File: config.mk
export PLATFORM = sky130hd
export DESIGN_NAME = freq_count_ctrl
export DESIGN_NICKNAME = d
export VERILOG_FILES = /design/src/rtl/huff_pkg.sv /design/src/rtl/freq_table.sv /design/src/rtl/freq_count_ctrl.sv
export SDC_FILE = /design/constraint.sdc
export NUM_CORES = 1
export LEC_CHECK = 0
export ABC_AREA = 1
export CELL_PAD_IN_SITES_DETAIL_PLACEMENT = 0
export CELL_PAD_IN_SITES_GLOBAL_PLACEMENT = 1
export CORE_ASPECT_RATIO = 0.9
export CORE_MARGIN = 8
export CORE_UTILIZATION = 25
export CTS_CLUSTER_SIZE = 25
export DETAILED_ROUTE_END_ITERATION = 16
export PLACE_DENSITY = 0.54
export SLEW_MARGIN = 20
export SYNTH_ARGS = -nofsm -noshare
export SYNTH_HDL_FRONTEND = slang
export SYNTH_HIERARCHICAL = 1
export SYNTH_SLANG_ARGS = --single-unit
File: constraint.sdc
create_clock -name clk -period 5.6 [get_ports clk]
set_input_delay 1.12 -clock clk [delete_from_list [all_inputs] [get_ports clk]]
set_output_delay 1.12 -clock clk [all_outputs]
set_load 0.005 [all_outputs]
File: src/rtl/huff_pkg.sv
// Shared parameters and state encoding for the Huffman frequency-count stage.
package huff_pkg;
    localparam int K_MAX      = 20;
    localparam int SYM_W      = 8;
    localparam int FRQ_W      = 8;
    localparam int CNT_W      = 5;
    localparam int WDOG_LIMIT = 2 * K_MAX + 4;
    localparam int WDOG_W     = $clog2(WDOG_LIMIT);

    typedef enum logic [1:0] {
        FEED,
        COLLECT,
        FLUSH,
        OUT
    } state_t;
endpackage

File: src/rtl/freq_table.sv
// K_MAX-deep symbol/frequency register file: synchronous write, combinational read.
module freq_table
    import huff_pkg::*;
(
    input  logic             clk,
    input  logic             rst_n,
    input  logic             i_we,
    input  logic [CNT_W-1:0] i_waddr,
    input  logic [SYM_W-1:0] i_wsym,
    input  logic [FRQ_W-1:0] i_wfreq,
    input  logic [CNT_W-1:0] i_raddr,
    output logic [SYM_W-1:0] o_rsym,
    output logic [FRQ_W-1:0] o_rfreq
);
    logic [SYM_W+FRQ_W-1:0] w_rows [K_MAX];
    logic [SYM_W+FRQ_W-1:0] w_rdata;

    genvar gi;
    generate
        for (gi = 0; gi < K_MAX; gi++) begin : g_row
            logic [SYM_W+FRQ_W-1:0] r_row;
            always_ff @(posedge clk or negedge rst_n) begin
                if (!rst_n) begin
                    r_row <= '0;
                end else if (i_we && (i_waddr == CNT_W'(gi))) begin
                    r_row <= {i_wsym, i_wfreq};
                end
            end
            assign w_rows[gi] = r_row;
        end
    endgenerate

    // Addresses beyond the table read as zero rather than X.
    assign w_rdata = (i_raddr < CNT_W'(K_MAX)) ? w_rows[i_raddr] : '0;
    assign o_rsym  = w_rdata[SYM_W+FRQ_W-1:FRQ_W];
    assign o_rfreq = w_rdata[FRQ_W-1:0];
endmodule

File: src/rtl/freq_count_ctrl.sv
// Feeds one K_MAX-byte frame into the frequency counter, captures its pulses,
// re-arms the counter and streams the captured table downstream.
module freq_count_ctrl
    import huff_pkg::*;
(
    input  logic             clk,
    input  logic             rst_n,
    input  logic             i_in_valid,
    output logic             o_in_ready,
    input  logic [SYM_W-1:0] i_in_data,
    output logic             o_cnt_rst_n,
    output logic             o_cnt_enb,
    output logic [SYM_W-1:0] o_cnt_data,
    input  logic             i_cnt_pulse,
    input  logic [SYM_W-1:0] i_cnt_syml,
    input  logic [FRQ_W-1:0] i_cnt_freq,
    input  logic             i_cnt_done,
    output logic             o_tbl_valid,
    input  logic             i_tbl_ready,
    output logic [SYM_W-1:0] o_tbl_sym,
    output logic [FRQ_W-1:0] o_tbl_freq,
    output logic             o_tbl_last,
    output logic [CNT_W-1:0] o_nsym,
    output logic             o_busy,
    output logic             o_err
);
    state_t              r_state, w_state_next;
    logic [CNT_W-1:0]    r_fed, w_fed_next;
    logic [CNT_W-1:0]    r_wr, w_wr_next;
    logic [CNT_W-1:0]    r_rd, w_rd_next;
    logic [WDOG_W-1:0]   r_wdog, w_wdog_next;
    logic                r_err, w_err_next;
    logic                r_done_q;
    logic                r_armed;
    logic                r_cnt_enb;
    logic [SYM_W-1:0]    r_cnt_data;

    logic                w_accept;
    logic                w_done_rise;
    logic                w_we;
    logic                w_last;
    logic                w_tbl_hs;
    logic [SYM_W-1:0]    w_rd_sym;
    logic [FRQ_W-1:0]    w_rd_freq;

    freq_table u_table (
        .clk     (clk),
        .rst_n   (rst_n),
        .i_we    (w_we),
        .i_waddr (r_wr),
        .i_wsym  (i_cnt_syml),
        .i_wfreq (i_cnt_freq),
        .i_raddr (r_rd),
        .o_rsym  (w_rd_sym),
        .o_rfreq (w_rd_freq)
    );

    // r_armed keeps the block quiet until the first edge after reset release.
    assign o_in_ready  = r_armed && (r_state == FEED);
    assign o_cnt_rst_n = r_armed && (r_state != FLUSH);
    assign w_accept    = i_in_valid && o_in_ready;
    assign w_done_rise = i_cnt_done && !r_done_q;
    assign w_we        = (r_state == COLLECT) && i_cnt_pulse && (r_wr != CNT_W'(K_MAX));
    assign w_last      = (r_rd == (r_wr - CNT_W'(1)));
    assign w_tbl_hs    = o_tbl_valid && i_tbl_ready;

    always_comb begin
        w_state_next = r_state;
        w_fed_next   = r_fed;
        w_wr_next    = r_wr;
        w_rd_next    = r_rd;
        w_wdog_next  = r_wdog;
        w_err_next   = r_err;
        case (r_state)
            FEED: begin
                w_wdog_next = '0;
                if (w_accept) begin
                    if (r_fed == '0) begin
                        w_err_next = 1'b0;
                    end
                    if (r_fed == CNT_W'(K_MAX - 1)) begin
                        w_fed_next   = '0;
                        w_state_next = COLLECT;
                    end else begin
                        w_fed_next = r_fed + CNT_W'(1);
                    end
                end
            end
            COLLECT: begin
                if (w_we) begin
                    w_wr_next = r_wr + CNT_W'(1);
                end else if (i_cnt_pulse) begin
                    w_err_next = 1'b1;
                end
                if (w_done_rise) begin
                    w_state_next = FLUSH;
                end else if (r_wdog == WDOG_W'(WDOG_LIMIT - 1)) begin
                    w_err_next   = 1'b1;
                    w_state_next = FLUSH;
                end else begin
                    w_wdog_next = r_wdog + WDOG_W'(1);
                end
            end
            FLUSH: begin
                if (r_wr == '0) begin
                    w_err_next   = 1'b1;
                    w_state_next = FEED;
                end else begin
                    w_state_next = OUT;
                end
            end
            OUT: begin
                if (w_tbl_hs) begin
                    if (w_last) begin
                        w_rd_next    = '0;
                        w_wr_next    = '0;
                        w_state_next = FEED;
                    end else begin
                        w_rd_next = r_rd + CNT_W'(1);
                    end
                end
            end
            default: w_state_next = FEED;
        endcase
    end

    always_ff @(posedge clk or negedge rst_n) begin
        if (!rst_n) begin
            r_state    <= FEED;
            r_fed      <= '0;
            r_wr       <= '0;
            r_rd       <= '0;
            r_wdog     <= '0;
            r_err      <= 1'b0;
            r_done_q   <= 1'b0;
            r_armed    <= 1'b0;
            r_cnt_enb  <= 1'b0;
            r_cnt_data <= '0;
        end else begin
            r_state    <= w_state_next;
            r_fed      <= w_fed_next;
            r_wr       <= w_wr_next;
            r_rd       <= w_rd_next;
            r_wdog     <= w_wdog_next;
            r_err      <= w_err_next;
            r_done_q   <= i_cnt_done;
            r_armed    <= 1'b1;
            r_cnt_enb  <= w_accept;
            if (w_accept) begin
                r_cnt_data <= i_in_data;
            end
        end
    end

    assign o_cnt_enb   = r_cnt_enb;
    assign o_cnt_data  = r_cnt_data;
    assign o_tbl_valid = (r_state == OUT);
    assign o_tbl_sym   = o_tbl_valid ? w_rd_sym : '0;
    assign o_tbl_freq  = o_tbl_valid ? w_rd_freq : '0;
    assign o_tbl_last  = o_tbl_valid && w_last;
    assign o_nsym      = o_tbl_valid ? r_wr : '0;
    assign o_busy      = !((r_state == FEED) && (r_fed == '0));
    assign o_err       = r_err;
endmodule

; ---- Word-level counts from Yosys, hierarchy flattened
; Cells that the tools add are included.
[op_classes]
add_sub_neg = 5
order_cmp = 2
n_eq_ne = 37
n_mux = 32
n_bitwise = 1
reduce_logical = 43
[op_table]
columns = operator, count
row1 = $bmux W16 S5, 1
row2 = $mux W16, 3
row3 = $eq A5 B4 Y1 const B, 8
row4 = $mux W5, 6
row5 = $logic_and A1 B1 Y1, 29
row6 = $eq A5 B5 Y1 const B, 5
row7 = $eq A5 B3 Y1 const B, 4
row8 = $mux W8, 2
row9 = $add A5 B1 Y5 const B, 3
row10 = $mux W2, 7
row11 = $mux W6, 2
row12 = $pmux W6 S2, 1
row13 = $eq A5 B2 Y1 const B, 2
row14 = $logic_not A5 Y1, 2
row15 = $ne A2 B1 Y1 const B, 5
row16 = $ne A2 B2 Y1 const B, 5
row17 = $pmux W5 S2, 1
row18 = $pmux W2 S4, 1
row19 = $reduce_and A4 Y1, 2
row20 = $mux W1, 7
row21 = $add A6 B1 Y6 const B, 1
row22 = $eq A6 B6 Y1 const B, 1
row23 = $ge A6 B6 Y1 const B, 1
row24 = $not A5 Y6, 1
row25 = other kinds (16), 20
[totals]
ff_bits = 355
in_bits = 30
output_inout_bits = 36

; ---- Longest topological paths before layout
[depth]
ltp_word = 7
depth_mapped = 15
depth_no_buf = 13

; ---- Cells and area by module
; The synthesis kept the hierarchy.
[by_module_without_submodules]
columns = mod, instances, cells_per_inst, area_per_inst_um2, seq_area_each_um2
row1 = freq_table, 1, 2088, 15433.6, 8007.7
row2 = freq_count_ctrl, 1, 311, 2219.6, 875.8

; ---- Least setup slack after synthesis
; No wires, ideal clock.
[synth_path]
kind = reg-to-output
from = register r_rd[2]
to = output port o_tbl_freq[7]
t_arrival_ns = 1.503
path_slack_ns = 2.977
stages_incl_launch_ff = 13
path_cell_list = dfrtp_1 -> buf_4 -> inv_2 -> nor2_1 -> buf_4 -> nand2_1 -> nand2_1 -> inv_1 -> nand2_1 -> nand2_1 -> nand2_1 -> nand2_1 -> inv_1
[synth_via]
elab_chain_len = 6
elab_cells_between_ends = 7
[synth_lines]
columns = item, line_no
row1 = start: declaration, freq_count_ctrl.sv:30  ; logic [CNT_W-1:0] r_rd, w_rd_next;
row2 = start signal: assignment, freq_count_ctrl.sv:143  ; r_rd <= w_rd_next;
row3 = $not A5 Y6 (implied by the code), freq_table.sv:34  ; assign w_rdata = (i_raddr < CNT_W'(K_MAX)) ? w_rows[i_raddr] : '0;
row4 = $bmux W16 S5, freq_table.sv:34
row5 = $mux W16 (implied by the code) (2 in a row), freq_table.sv:34
row6 = $mux W16 (*), freq_table.sv:34
row7 = net w_rd_freq[7], freq_count_ctrl.sv:44  ; logic [FRQ_W-1:0] w_rd_freq;
row8 = $mux W8 (*), freq_count_ctrl.sv:159  ; assign o_tbl_freq = o_tbl_valid ? w_rd_freq : '0;
row9 = end: declaration, freq_count_ctrl.sv:21  ; output logic [FRQ_W-1:0] o_tbl_freq,
; Mark *: on every way through the listed nets, which the timed path passes. The rest lies on a longest branch. The select of a mux whose other input is x is not followed.

; ---- Worst setup path in the final report
[layout_path]
from = register r_rd[1]
to = output port o_tbl_freq[2]
; The elaborated chain is that of the path after synthesis.

==> results.tsv <==
stage	metric	value	unit
clock_network	clock_latency	560	ps
grt	antenna_found_initial	0	
layout	drive_gt1_frac	0.0579	
yosys	ys_ff_latch	355	
floorplanning	die-area	0.0794	mm²
timing	hold_ws	474	ps
place	pre_cts_ws	1590	ps
clock_network	cts_hold_buf	0	
layout	area_growth	16.5	%
clock_network	cts_tree	done	
floorplanning	initial_utilization	0.252	
yosys	synth_area	0.0177	mm²
timing	fmax	225	MHz
grt	grt_pass1_vias	14600	
floorplanning	io_pins	66	
yosys	synth_edf_count	0	
detailed_routing	via_count	14600	
setup_path	crit_required	4480	ps
pwr	p_per_area	477	mW/mm²
grt	grt_pass1_wl	86000	µm
timing	finalSetupViolations	0	
pwr	power	9.81	mW
timing	slew_headroom	0.404	
timing	tightest_slew	894	ps
clock_network	cts_num_sinks	355	
setup_path	cp.arrival	3320	ps
setup_path	cp_max_fo	40	
detailed_routing	wl_per_cell	16.0	µm
grt	grt_start_max_net_pins	165	
yosys	syn_nets	2441	
detailed_routing	first_pass_iters	5	
timing	hold_viol	0	
timing	finalCriticalPeriod	4440	ps
timing	tns	0	ps
yosys	postSynth.asyncResetShare	1.00	
layout	layout_commonest_cell	nand2_1	
grt	grt_util_all_layers	0.136	
clock_network	postCtsSetupRepairBufs	0	
floorplanning	die_height	268	µm
floorplanning	fp.dieW	296	µm
floorplanning	num_rows	92	
timing	rsz0062_at_grt	no	
clock_network	clk_pin_slew	60	ps
setup_path	end_kind	primary output	
yosys	synth-main-ff-cell	dfrtp_1	
yosys	synth_top_area_share	0.503	
place	io_buffer_count	65	
timing	fin_worst_skew	21.1	ps
layout	fillers	7820	
setup_path	crit_type	register to primary output	
status	status	finished, final reports clean	
clock_network	htree_levels	2	
place	dpl.hpwl	32900	µm
detailed_routing	routed_wl	53800	µm
grt	overflow	0	
yosys	syn_area_per_cell	7.36	µm²
layout	final_cell_mix	nand2_1 (877), o21ai_0 (358), dfrtp_1 (353)	
timing	finalMaxSlewViolations	0	
layout	num_antenna_cells	0	
detailed_routing	drtIter0Drc	851	
pwr	p_leak	9.93	nW
pwr	peakVddDrop	395	µV
yosys	ys_top_cells_by_area	dfrtp_1 (50%), nand2_1 (19%), o21ai_0 (10%), inv_1 (6.6%), nand3_1 (5.1%)	
place	gp_congestion	0.742	
clock_network	cts-resized-gates	0	
detailed_routing	via_per_inst	4.34	
timing	period_share	0.793	
detailed_routing	drc	0	
yosys	syn_inst	2399	
clock_network	clockBufferDepth	3	
timing	setup_ws	1160	ps
yosys	ys_seq_area_frac	0.503	
yosys	ys_warn_count	6	
floorplanning	core_area	0.0700	mm²
run	max_cap_viol_count	0	
clock_network	root_buffer	clkbuf_16	
hold_path	hold_path.class	register to register	
layout	nNetsFinal	2425	
yosys	synth_cell_types	36	
yosys	synth_top_area_cell	dfrtp_1	
clock_network	cts_buffers	43	
detailed_routing	detail-route-antenna-nets	0	
setup_path	critPathLaunchType	register	
## critical path: stages (launching register included)
cell	delay, ps
dfrtp_4	710
inv_2	330
buf_4	430
nand3_1	120
nand3_1	90
nand3_1	80
nand2_1	110
nand2_1	50
nand2_1	70
nand2_1	130
inv_1	90
clkdlybuf4s50_1	510
## layout make-up
cell class	instances	area, µm²	area share
multi-input cells	1565	6890	0.335
well taps	940	1180	0.0572
clock inverters	11	73.8	0.00359
flip-flops and latches	355	8890	0.432
repair buffers	99	973	0.0473
clock buffers	68	1350	0.0657
inverters	319	1200	0.0584
## through the flow
step | util | area (µm²) | instances
finish | 0.294 | 20600 | 3357
global route | 0.294 | 20600 | 3357
CTS | 0.294 | 20600 | 3357
detailed placement | 0.273 | 19100 | 3278
global placement | 0.273 | 19100 | 3278
floorplan | - | 17700 | 2399
## cell usage after synthesis, types with 2 or more instances
| cell type | count |
|---|---|
| o22ai_1 | 16 |
| a21oi_1 | 6 |
| nand3_1 | 179 |
| ha_1 | 12 |
| nor2_4 | 3 |
| buf_1 | 9 |
| nand4_1 | 4 |
| inv_1 | 310 |
| o21ai_0 | 358 |
| nor3_2 | 2 |
| nand2_1 | 882 |
| buf_4 | 11 |
| xor2_1 | 6 |
| and3_1 | 2 |
| clkbuf_2 | 4 |
| nand3b_1 | 3 |
| nor2_2 | 6 |
| inv_2 | 8 |
| buf_2 | 40 |
| nor3_1 | 3 |
| clkbuf_1 | 96 |
| dfrtp_1 | 355 |
| nand2_2 | 2 |
| nor2_1 | 64 |
| o21ai_1 | 7 |
## cells by family (layout without fill, tap and decap cells)
kind of cell               count (synthesis)  after routing  synth area share
adders and majority gates                 12             12           0.00850
buffers and inverters                    479            497             0.107
and+or+nand+nor                         1155           1155             0.265
other                                      1              1          0.000212
DFF                                      355            355             0.503
AOI/OAI and AO/OA                        390            390             0.112
xor gates and xnor gates                   7              7           0.00347
## per-layer routing
layer / vias up / wire length (µm) / GRT usage
li1: 7389 / - / -
met1: 6927 / 26800 / 0.189
met2: 189 / 24400 / 0.224
met3: 68 / 1570 / 0.0173
met4: 0 / 1110 / 0.0332
met5: - / 0 / 0
## registers in the layout, summed over array words and instances, names as in the netlist
register,flops
o_cnt_data,8
o_cnt_enb,1
o_err,1
r_armed,1
r_done_q,1
r_fed,5
r_rd,5
r_state,2
r_wdog,6
r_wr,5
u_table/g_row.r_row,320
## power by group
group	switching (mW)	internal, mW
combinational	2.40	1.22
sequential	0.376	3.01
clock	1.15	1.66
total	3.93	5.89
## path summary, 6_finish.rpt
kind,from,end,slack (ps),cells after the start
max,r_rd[1],o_tbl_freq[2],1160,11
min,o_cnt_data[7],o_cnt_data[7],470,2
max reg2reg,r_wr[1],u_table/g_row[12].r_row[11],2410,9
min reg2reg,o_cnt_data[7],o_cnt_data[7],470,2
max in group asynchronous,rst_n,r_rd[1],3700,2
min in group asynchronous,rst_n,u_table/g_row[7].r_row[3],620,1
Power figures use the tool's default switching activity.
